**config.mk**
```make
export PLATFORM = sky130hd
export DESIGN_NAME = mem_init_seq_flat
export DESIGN_NICKNAME = d
export VERILOG_FILES = /design/src/rtl/mem_init_seq_if.sv /design/src/rtl/mem_init_seq.sv /design/src/flat_wrapper.sv
export SDC_FILE = /design/constraint.sdc
export NUM_CORES = 1
export LEC_CHECK = 0
export CAP_MARGIN = 20
export CORE_ASPECT_RATIO = 1.4
export CORE_UTILIZATION = 47
export CTS_BUF_LIST = sky130_fd_sc_hd__clkbuf_8
export DETAILED_ROUTE_END_ITERATION = 16
export PLACE_DENSITY = 0.79
export SYNTH_ARGS = -nofsm -noshare
export SYNTH_HDL_FRONTEND = slang
export SYNTH_SLANG_ARGS = --single-unit
export TNS_END_PERCENT = 5
```
**constraint.sdc**
```tcl
create_clock -name clk -period 2.3 [get_ports clk]
set_clock_uncertainty 0.15 [all_clocks]
set_input_delay 0.23 -clock clk [delete_from_list [all_inputs] [get_ports clk]]
set_output_delay 0.23 -clock clk [all_outputs]
set_load 0.02 [all_outputs]
```
**src/rtl/mem_init_seq_if.sv**
```systemverilog
// Host request channel and memory request port of the init sequencer.
// master = host side (drives requests, observes the memory port); slave = sequencer.
interface mem_init_seq_if #(
  parameter int addr_width = 16,
  parameter int data_width = 8
) ();
  logic                  host_req;
  logic                  host_we;
  logic [addr_width-1:0] host_addr;
  logic [data_width-1:0] host_wdata;
  logic                  host_ready;

  logic                  mem_en;
  logic                  mem_we;
  logic [addr_width-1:0] mem_addr;
  logic [data_width-1:0] mem_wdata;

  modport master (
    output host_req, host_we, host_addr, host_wdata,
    input  host_ready,
    input  mem_en, mem_we, mem_addr, mem_wdata
  );

  modport slave (
    input  host_req, host_we, host_addr, host_wdata,
    output host_ready,
    output mem_en, mem_we, mem_addr, mem_wdata
  );
endinterface

```
**src/rtl/mem_init_seq.sv**
```systemverilog
// Memory init sequencer: on start, writes fill_value to every address once per cycle,
// otherwise forwards host requests to the memory port with one cycle of latency.
module mem_init_seq #(
  parameter int addr_width = 16,
  parameter int data_width = 8,
  parameter int fill_value = 0
) (
  input  logic           clk,
  input  logic           rst_n,
  input  logic           start,
  mem_init_seq_if.slave  bus,
  output logic           busy,
  output logic           done
);
  localparam logic [data_width-1:0] fill_data  = data_width'(fill_value);
  // One extra bit keeps the terminal compare exact even for addr_width = 1.
  localparam logic [addr_width:0]   last_index = {1'b0, {addr_width{1'b1}}};

  typedef enum logic [1:0] {IDLE, INIT, READY} state_t;

  state_t              state;
  logic [addr_width:0] count;
  logic [addr_width:0] count_inc;
  logic                accept;

  assign count_inc      = count + 1'b1;
  assign bus.host_ready = (state != INIT) && !start;
  assign accept         = bus.host_req && bus.host_ready;

  always_ff @(posedge clk or negedge rst_n) begin
    if (!rst_n) begin
      state         <= IDLE;
      count         <= '0;
      busy          <= 1'b0;
      done          <= 1'b0;
      bus.mem_en    <= 1'b0;
      bus.mem_we    <= 1'b0;
      bus.mem_addr  <= '0;
      bus.mem_wdata <= '0;
    end else begin
      bus.mem_en <= 1'b0;
      bus.mem_we <= 1'b0;
      case (state)
        IDLE, READY: begin
          if (start) begin
            // The first sweep write goes out on the same edge that samples start.
            state         <= INIT;
            count         <= '0;
            busy          <= 1'b1;
            done          <= 1'b0;
            bus.mem_en    <= 1'b1;
            bus.mem_we    <= 1'b1;
            bus.mem_addr  <= '0;
            bus.mem_wdata <= fill_data;
          end else if (accept) begin
            bus.mem_en    <= 1'b1;
            bus.mem_we    <= bus.host_we;
            bus.mem_addr  <= bus.host_addr;
            bus.mem_wdata <= bus.host_wdata;
          end
        end
        INIT: begin
          // count is the address currently presented; start is ignored here.
          if (count == last_index) begin
            state <= READY;
            count <= '0;
            busy  <= 1'b0;
            done  <= 1'b1;
          end else begin
            count         <= count_inc;
            bus.mem_en    <= 1'b1;
            bus.mem_we    <= 1'b1;
            bus.mem_addr  <= count_inc[addr_width-1:0];
            bus.mem_wdata <= fill_data;
          end
        end
        default: state <= IDLE;
      endcase
    end
  end
endmodule

```
**src/flat_wrapper.sv**
```systemverilog
// flat-port wrapper written by rule: the top's interface ports become plain ports
module mem_init_seq_flat 
#(
  parameter int addr_width = 16,
  parameter int data_width = 8,
  parameter int fill_value = 0
)
  (clk, rst_n, start, busy, done, bus_host_req, bus_host_we, bus_host_addr, bus_host_wdata, bus_host_ready, bus_mem_en, bus_mem_we, bus_mem_addr, bus_mem_wdata);
  mem_init_seq_if #(.addr_width(addr_width), .data_width(data_width)) bus_i ();
  input  logic clk;
  input  logic rst_n;
  input  logic start;
  output logic busy;
  output logic done;
  input wire logic [$bits(bus_i.host_req)-1:0] bus_host_req;
  input wire logic [$bits(bus_i.host_we)-1:0] bus_host_we;
  input wire logic [$bits(bus_i.host_addr)-1:0] bus_host_addr;
  input wire logic [$bits(bus_i.host_wdata)-1:0] bus_host_wdata;
  output wire logic [$bits(bus_i.host_ready)-1:0] bus_host_ready;
  output wire logic [$bits(bus_i.mem_en)-1:0] bus_mem_en;
  output wire logic [$bits(bus_i.mem_we)-1:0] bus_mem_we;
  output wire logic [$bits(bus_i.mem_addr)-1:0] bus_mem_addr;
  output wire logic [$bits(bus_i.mem_wdata)-1:0] bus_mem_wdata;
  assign bus_i.host_req = bus_host_req;
  assign bus_i.host_we = bus_host_we;
  assign bus_i.host_addr = bus_host_addr;
  assign bus_i.host_wdata = bus_host_wdata;
  assign bus_host_ready = bus_i.host_ready;
  assign bus_mem_en = bus_i.mem_en;
  assign bus_mem_we = bus_i.mem_we;
  assign bus_mem_addr = bus_i.mem_addr;
  assign bus_mem_wdata = bus_i.mem_wdata;
  mem_init_seq #(.addr_width(addr_width), .data_width(data_width), .fill_value(fill_value)) u_core (.clk(clk), .rst_n(rst_n), .start(start), .bus(bus_i), .busy(busy), .done(done));
endmodule
```
==> results of run 1 <==
## repair_timing
| item | 4_1_cts | 5_1_grt |
|---|---|---|
| resized for setup | 0 | 1 |
| buffers inserted | 0 | 0 |
| setup endpoints to repair | 0 | 1 |
| hold buffers | 1 | 0 |
| endpoints found under the hold margin | 47 | 0 |
## worst paths after layout
check | slack, ns | endpoint | from
worst max-delay path | 0.15 | u_core.bus.mem_addr[8] | u_core.count[8]
worst min-delay path | 0.32 | u_core.bus.mem_wdata[4] | bus_host_wdata[4]
worst max register to register | 0.15 | u_core.bus.mem_addr[8] | u_core.count[8]
worst min register to register | 0.35 | u_core.count[16] | u_core.count[16]
max in group asynchronous | 1.21 | u_core.count[2] | rst_n
min in group asynchronous | 0.39 | u_core.bus.mem_addr[9] | rst_n
## Yosys cell counts (all sizes together), types with 3 or more instances
library cell,count
a21oi,9
a22o,3
a22oi,4
a31oi,5
buf,3
clkbuf,19
dfrtp,47
inv,4
mux2,8
nand2,37
nand2b,3
nand3,11
nand4,6
nor2,13
nor2b,3
nor4,5
o211ai,12
o21ai,24
o22a,3
or4,6
## cells by family (layout without fill, tap and decap cells)
family / after synthesis / in the layout / share of synthesized area [%]
AND/OR/NAND/NOR: 93 / 93 / 18.5
AO/OA/AOI/OAI: 81 / 81 / 22.4
flip-flops: 47 / 47 / 47.6
buffers and inverters: 26 / 85 / 4.71
multiplexers: 10 / 10 / 4.76
XOR/XNOR: 4 / 4 / 1.42
adder cells (fa/ha/maj): 1 / 1 / 0.507
## power by group through the flow
| stage | registers [W] | clock network, W | logic, W |
|---|---|---|---|
| global placement | 0.00119 | 0 | 0.000910 |
| detailed placement | 0.00119 | 0 | 0.000930 |
| finish | 0.00119 | 0.000637 | 0.000928 |
| floorplan | 0.00126 | 0 | 0.000465 |
| CTS | 0.00118 | 0.000644 | 0.000936 |
| global route | 0.00121 | 0.000679 | 0.00101 |
## flip-flops by register name, indices dropped and copies added, names as in the netlist
signal                count
u_core.count             17
u_core.bus.mem_wdata      8
u_core.state              2
u_core.busy               1
u_core.bus.mem_addr      16
u_core.bus.mem_we         1
u_core.done               1
u_core.bus.mem_en         1
## tightest hold or removal path, delay by kind of cell
family                 cells  cell delay (ns)
buffers and inverters      1             0.39
and+or+nand+nor            1             0.05
AOI/OAI and AO/OA          1             0.06
## through the flow
stage | hold slack [ns] | area, µm² | util [%]
floorplan | -0.216 | 2480 | -
global placement | 0.216 | 3160 | 63.8
detailed placement | 0.210 | 3160 | 63.8
CTS | 0.315 | 3290 | 66.4
global route | 0.334 | 3290 | 66.4
finish | 0.316 | 3290 | 66.4
## per-layer routing
metal  up-vias  GRT usage (%)  wire (µm)  part of all wire, %
li1       1077              -          -                    -
met1      1095           28.9       2610                   42
met2        66           42.6       3180                   51
met3        10           5.08        282                  4.5
met4         0           12.2        130                  2.1
met5         -              0          0                    0
## final cells by class
type	instances	area, µm²	area share, %
clock buffer	6	82.6	2.51
multi-input combinational	189	1200	36.3
inverter	4	17.5	0.532
timing repair buffer	73	703	21.4
tap	64	80.1	2.43
clock inverter	2	35.0	1.06
sequential	47	1180	35.7
==> impl_metrics.toml, run 1 <==
[grt]
grt_util_all_layers_pct = 24.6
overflow = 0
grt_pass1_vias = 2260
grt_max_degree = 48
grt_pass1_wl_um = 10500
antenna_found_initial = 0

[min_path]
min_path_cells = 3
hp-class = "input pin to flop"

[setup_path]
crit_chain = "nand4_2, or4_1, a21oi_4, inv_4, mux2_4"
critical_path_buf_inv_count = 1
r2r.worst_path.cells = 5
cp-end-kind = "flop"
crit_required_ns = 2.34
worstSetupStartpointType = "flop"
arrival_ns = 2.19
max_stage_delay_ns = 0.62
path_depth = 5
cp_top_family = "simple AND/OR/NAND/NOR gates"
slowest_stage = "or4_1"
crit_type = "flop to flop"
cp_max_fo = 16

[flow_run]
cap_violations = 0

[routing]
drt_iter0_markers = 87
ant_nets = 0
routed_via_density = 5.84
totalWireLength_um = 6210
first_pass_iters = 4
routedWlPerCell_um = 16.1
drc = 0
vias = 2248

[timing]
fin_crit_sh_pct = 93.4
fmax_mhz = 466
slew_headroom_pct = 60.6
worst_slew_pin_slew_ns = 0.591
worst_slack_ns = 0.152
setup_viol = 0
slew_viol_final = 0
finalHoldViolCount = 0
tns_ns = 0
period_minus_slack_ns = 2.15
rsz0062_at_grt = "false"

[clock_tree]
clock-sinks = 47
cts-buffers-inserted = 5
clockBufferDepth = 2
root_buffer = "clkbuf_8"
clk_pin_slew_ns = 0.09
worstSkewPairLatency_ns = 0.30
htreeDepth = 2
cts_tree = "done"

[place]
place_congestion = 0.866
dp_hpwl_um = 4260
numPlacedInstances = 376
dp_slack_ns = 0.0838
portBuffers = 57

[floorplan]
placementRows = 30
die_w_um = 63.3
dieArea_mm2 = 0.00555
start_util_pct = 49.8
io_pins = 58
core_area_mm2 = 0.00495
die_y_um = 87.8

[synthesis]
netlist.area_leader.share_pct = 47.6
ys_seq_area_share_pct = 47.6
yosys.area.top_type = "dfrtp_1"
synth_area_mm2 = 0.00247
ys_async_sr_fraction_pct = 100
synth_area_leaders = "dfrtp_1 (48%), nand2_1 (5.6%), o21ai_0 (4.9%)"
synth_warnings = 0
ys_types = 50
ys.flop_type = "dfrtp_1"
synth_nets = 292
synth_edf_count = 0
syn_inst = 262
syn_avg_cell_area_um2 = 9.43
ys_ff_latch = 47

[pwr]
leakage_nw = 1.39
power_frac_clock_pct = 23.2
p_sw_share_pct = 33.2
p_total_w = 0.00275
power_frac_comb_pct = 33.7
ir_worst_vdd_mv = 0.530
pwr-share-seq_pct = 43.1
power_density_mw_per_mm2 = 836
power.switching_w = 0.000914
intPower_w = 0.00184

[layout]
n_antenna_cell = 0
finalNonFillerCells = 385
final_common_cell = "clkdlybuf4s50_1"
nets = 350
drive_above_1_share_pct = 12.5
area_growth_pct = 33.2
fill_cells = 419
final_cell_mix = "clkdlybuf4s50_1 (55), dfrtp_1 (47), nand2_1 (37)"

[status]
status = "completed"
Power figures use the tool's default switching activity.
==> run 2, diff against run 1 <==
- CORE_ASPECT_RATIO: 1.4 -> 1.25
==> run 2 against run 1 <==
Clock power fell by 24%. Fmax fell by 1.3%. Sequential power is essentially flat. Cell area down 0.80%. Die area is essentially flat. Largest cell class unchanged. Utilization down 2.2 points.
==> impl_metrics.toml, run 2 (synthesis results as in run 1) <==
[status]
status = "completed"

[layout]
max_flop_register = "u_core.count"
drive_above_1_share_pct = 12.4
final_common_cell = "clkdlybuf4s50_1"
stdcell_area_mm2 = 0.00326
top_regs = "u_core.count: 17 flops, u_core.bus.mem_addr: 16 flops, u_core.bus.mem_wdata: 8 flops"
area_growth_pct = 32.2
nets = 352
n_antenna_cell = 0
largest_reg_flops = 17
final_cell_mix = "clkdlybuf4s50_1 (56), dfrtp_1 (47), nand2_1 (37)"

[timing]
slew_viol_final = 0
worst_slew_pin_slew_ns = 0.475
finalHoldViolCount = 0
fmax_mhz = 459
setup_viol = 0
slew_headroom_pct = 68.4
period_minus_slack_ns = 2.18
tns_ns = 0
rsz0062_at_grt = "false"
fin_crit_sh_pct = 94.6

[routing]
drc = 0
first_pass_iters = 4
ant_nets = 0
routed_via_density = 5.85
routedWlPerCell_um = 16.7
totalWireLength_um = 6410
vias = 2253
drt_iter0_markers = 106

[place]
place_congestion = 0.865
portBuffers = 57
dp_hpwl_um = 4580
post_dp_cell_area_mm2 = 0.00317

[setup_path]
cp_max_fo = 9
worstSetupStartpointType = "flop"
crit_type = "flop to output pin"
crit_required_ns = 1.92
arrival_ns = 1.80
cp-end-kind = "output pin"

[floorplan]
start_util_pct = 48.6
die_w_um = 66.8
core_area_mm2 = 0.00508
io_pins = 58
placementRows = 29
die_y_um = 83.1
dieArea_mm2 = 0.00555

[clock_tree]
htreeDepth = 2
cts-buffers-inserted = 5
postCtsResizedCells = 0
clockBufferDepth = 2
cts_tree = "done"
clk_pin_slew_ns = 0.09
clock-sinks = 47
post-cts-setup-buffer-count = 0
worstSkewPairLatency_ns = 0.30
root_buffer = "clkbuf_8"

[pwr]
power_density_mw_per_mm2 = 802
leakage_nw = 1.37
ir_worst_vdd_mv = 0.473

[min_path]
hp-class = "input pin to asynchronous set/reset pin"

[grt]
grt_pass1_wl_um = 11000
grt_util_all_layers_pct = 25.8
overflow = 0
grt_max_degree = 27
antenna_found_initial = 0
grt_pass1_vias = 2256

[flow_run]
cap_violations = 0
[run 2: cell count changes in the layout (fill, tap and decap cells not counted), sizes merged]
cell           before  now
clkdlybuf4s50      55   56
inv                 4    6
bufinv              1    0
buf                16   18
dlymetal6s2s        1    0
clkbuf              6    5
[run 2: critical path: stages (launching register included)]
cell             delay, ns
dfrtp_1               0.48
nor2b_1               0.21
nor2_1                0.17
clkdlybuf4s50_1       0.63
[run 2: layout make-up]
| class | instances | area, µm² |
|---|---|---|
| fillers | 425 | 1820 |
| multi-input cells | 189 | 1200 |
| flip-flops and latches | 47 | 1180 |
| repair buffers | 75 | 716 |
| well taps | 62 | 77.6 |
| clock buffers | 5 | 68.8 |
| inverters | 4 | 17.5 |
| clock inverters | 3 | 12.5 |
[run 2: power breakdown]
group	leakage [nW]	internal, W	switching [W]
logic	0.704	0.000489	0.000464
clock network	0.0505	0.000205	0.000277
registers	0.614	0.00100	0.000180
[run 2: through the flow]
stage | instances | utilization (%) | total power (W) | hold WS (ns) | setup WS (ns)
floorplan | 262 | - | 0.00173 | -0.216 | 0.0612
global placement | 376 | 62.5 | 0.00210 | -0.0747 | 0.225
detailed placement | 376 | 62.5 | 0.00214 | -0.0657 | 0.180
CTS | 385 | 64.3 | 0.00263 | 0.146 | 0.137
global route | 385 | 64.3 | 0.00276 | 0.156 | 0.0621
finish | 385 | 64.3 | 0.00262 | 0.142 | 0.123
[run 2: path summary, 6_finish.rpt]
check	endpoint	cells past startpoint	startpoint	slack [ns]
worst max-delay path	bus_host_ready	3	u_core.state[0]	0.12
worst min-delay path	u_core.bus.mem_addr[5]	2	rst_n	0.14
worst max register to register	u_core.bus.mem_addr[8]	5	u_core.count[8]	0.16
worst min register to register	u_core.count[16]	2	u_core.count[16]	0.36
max in group asynchronous	u_core.bus.mem_addr[7]	3	rst_n	1.32
min in group clk	u_core.bus.mem_wdata[3]	3	bus_host_wdata[3]	0.32
[run 2: what timing repair did]
action | CTS | global route
hold endpoints to repair | 47 | 0
endpoints found under the setup margin | 0 | 0
hold buffers | 1 | 0
[run 2: per-layer routing]
| layer | up-vias | GRT usage [%] | share of wire [%] |
|---|---|---|---|
| met3 | 10 | 4.95 | 4.9 |
| li1 | 1079 | - | - |
| met1 | 1094 | 34.1 | 42 |
| met5 | - | 0 | 0 |
| met2 | 70 | 42.2 | 52 |
| met4 | 0 | 7.74 | 1.5 |
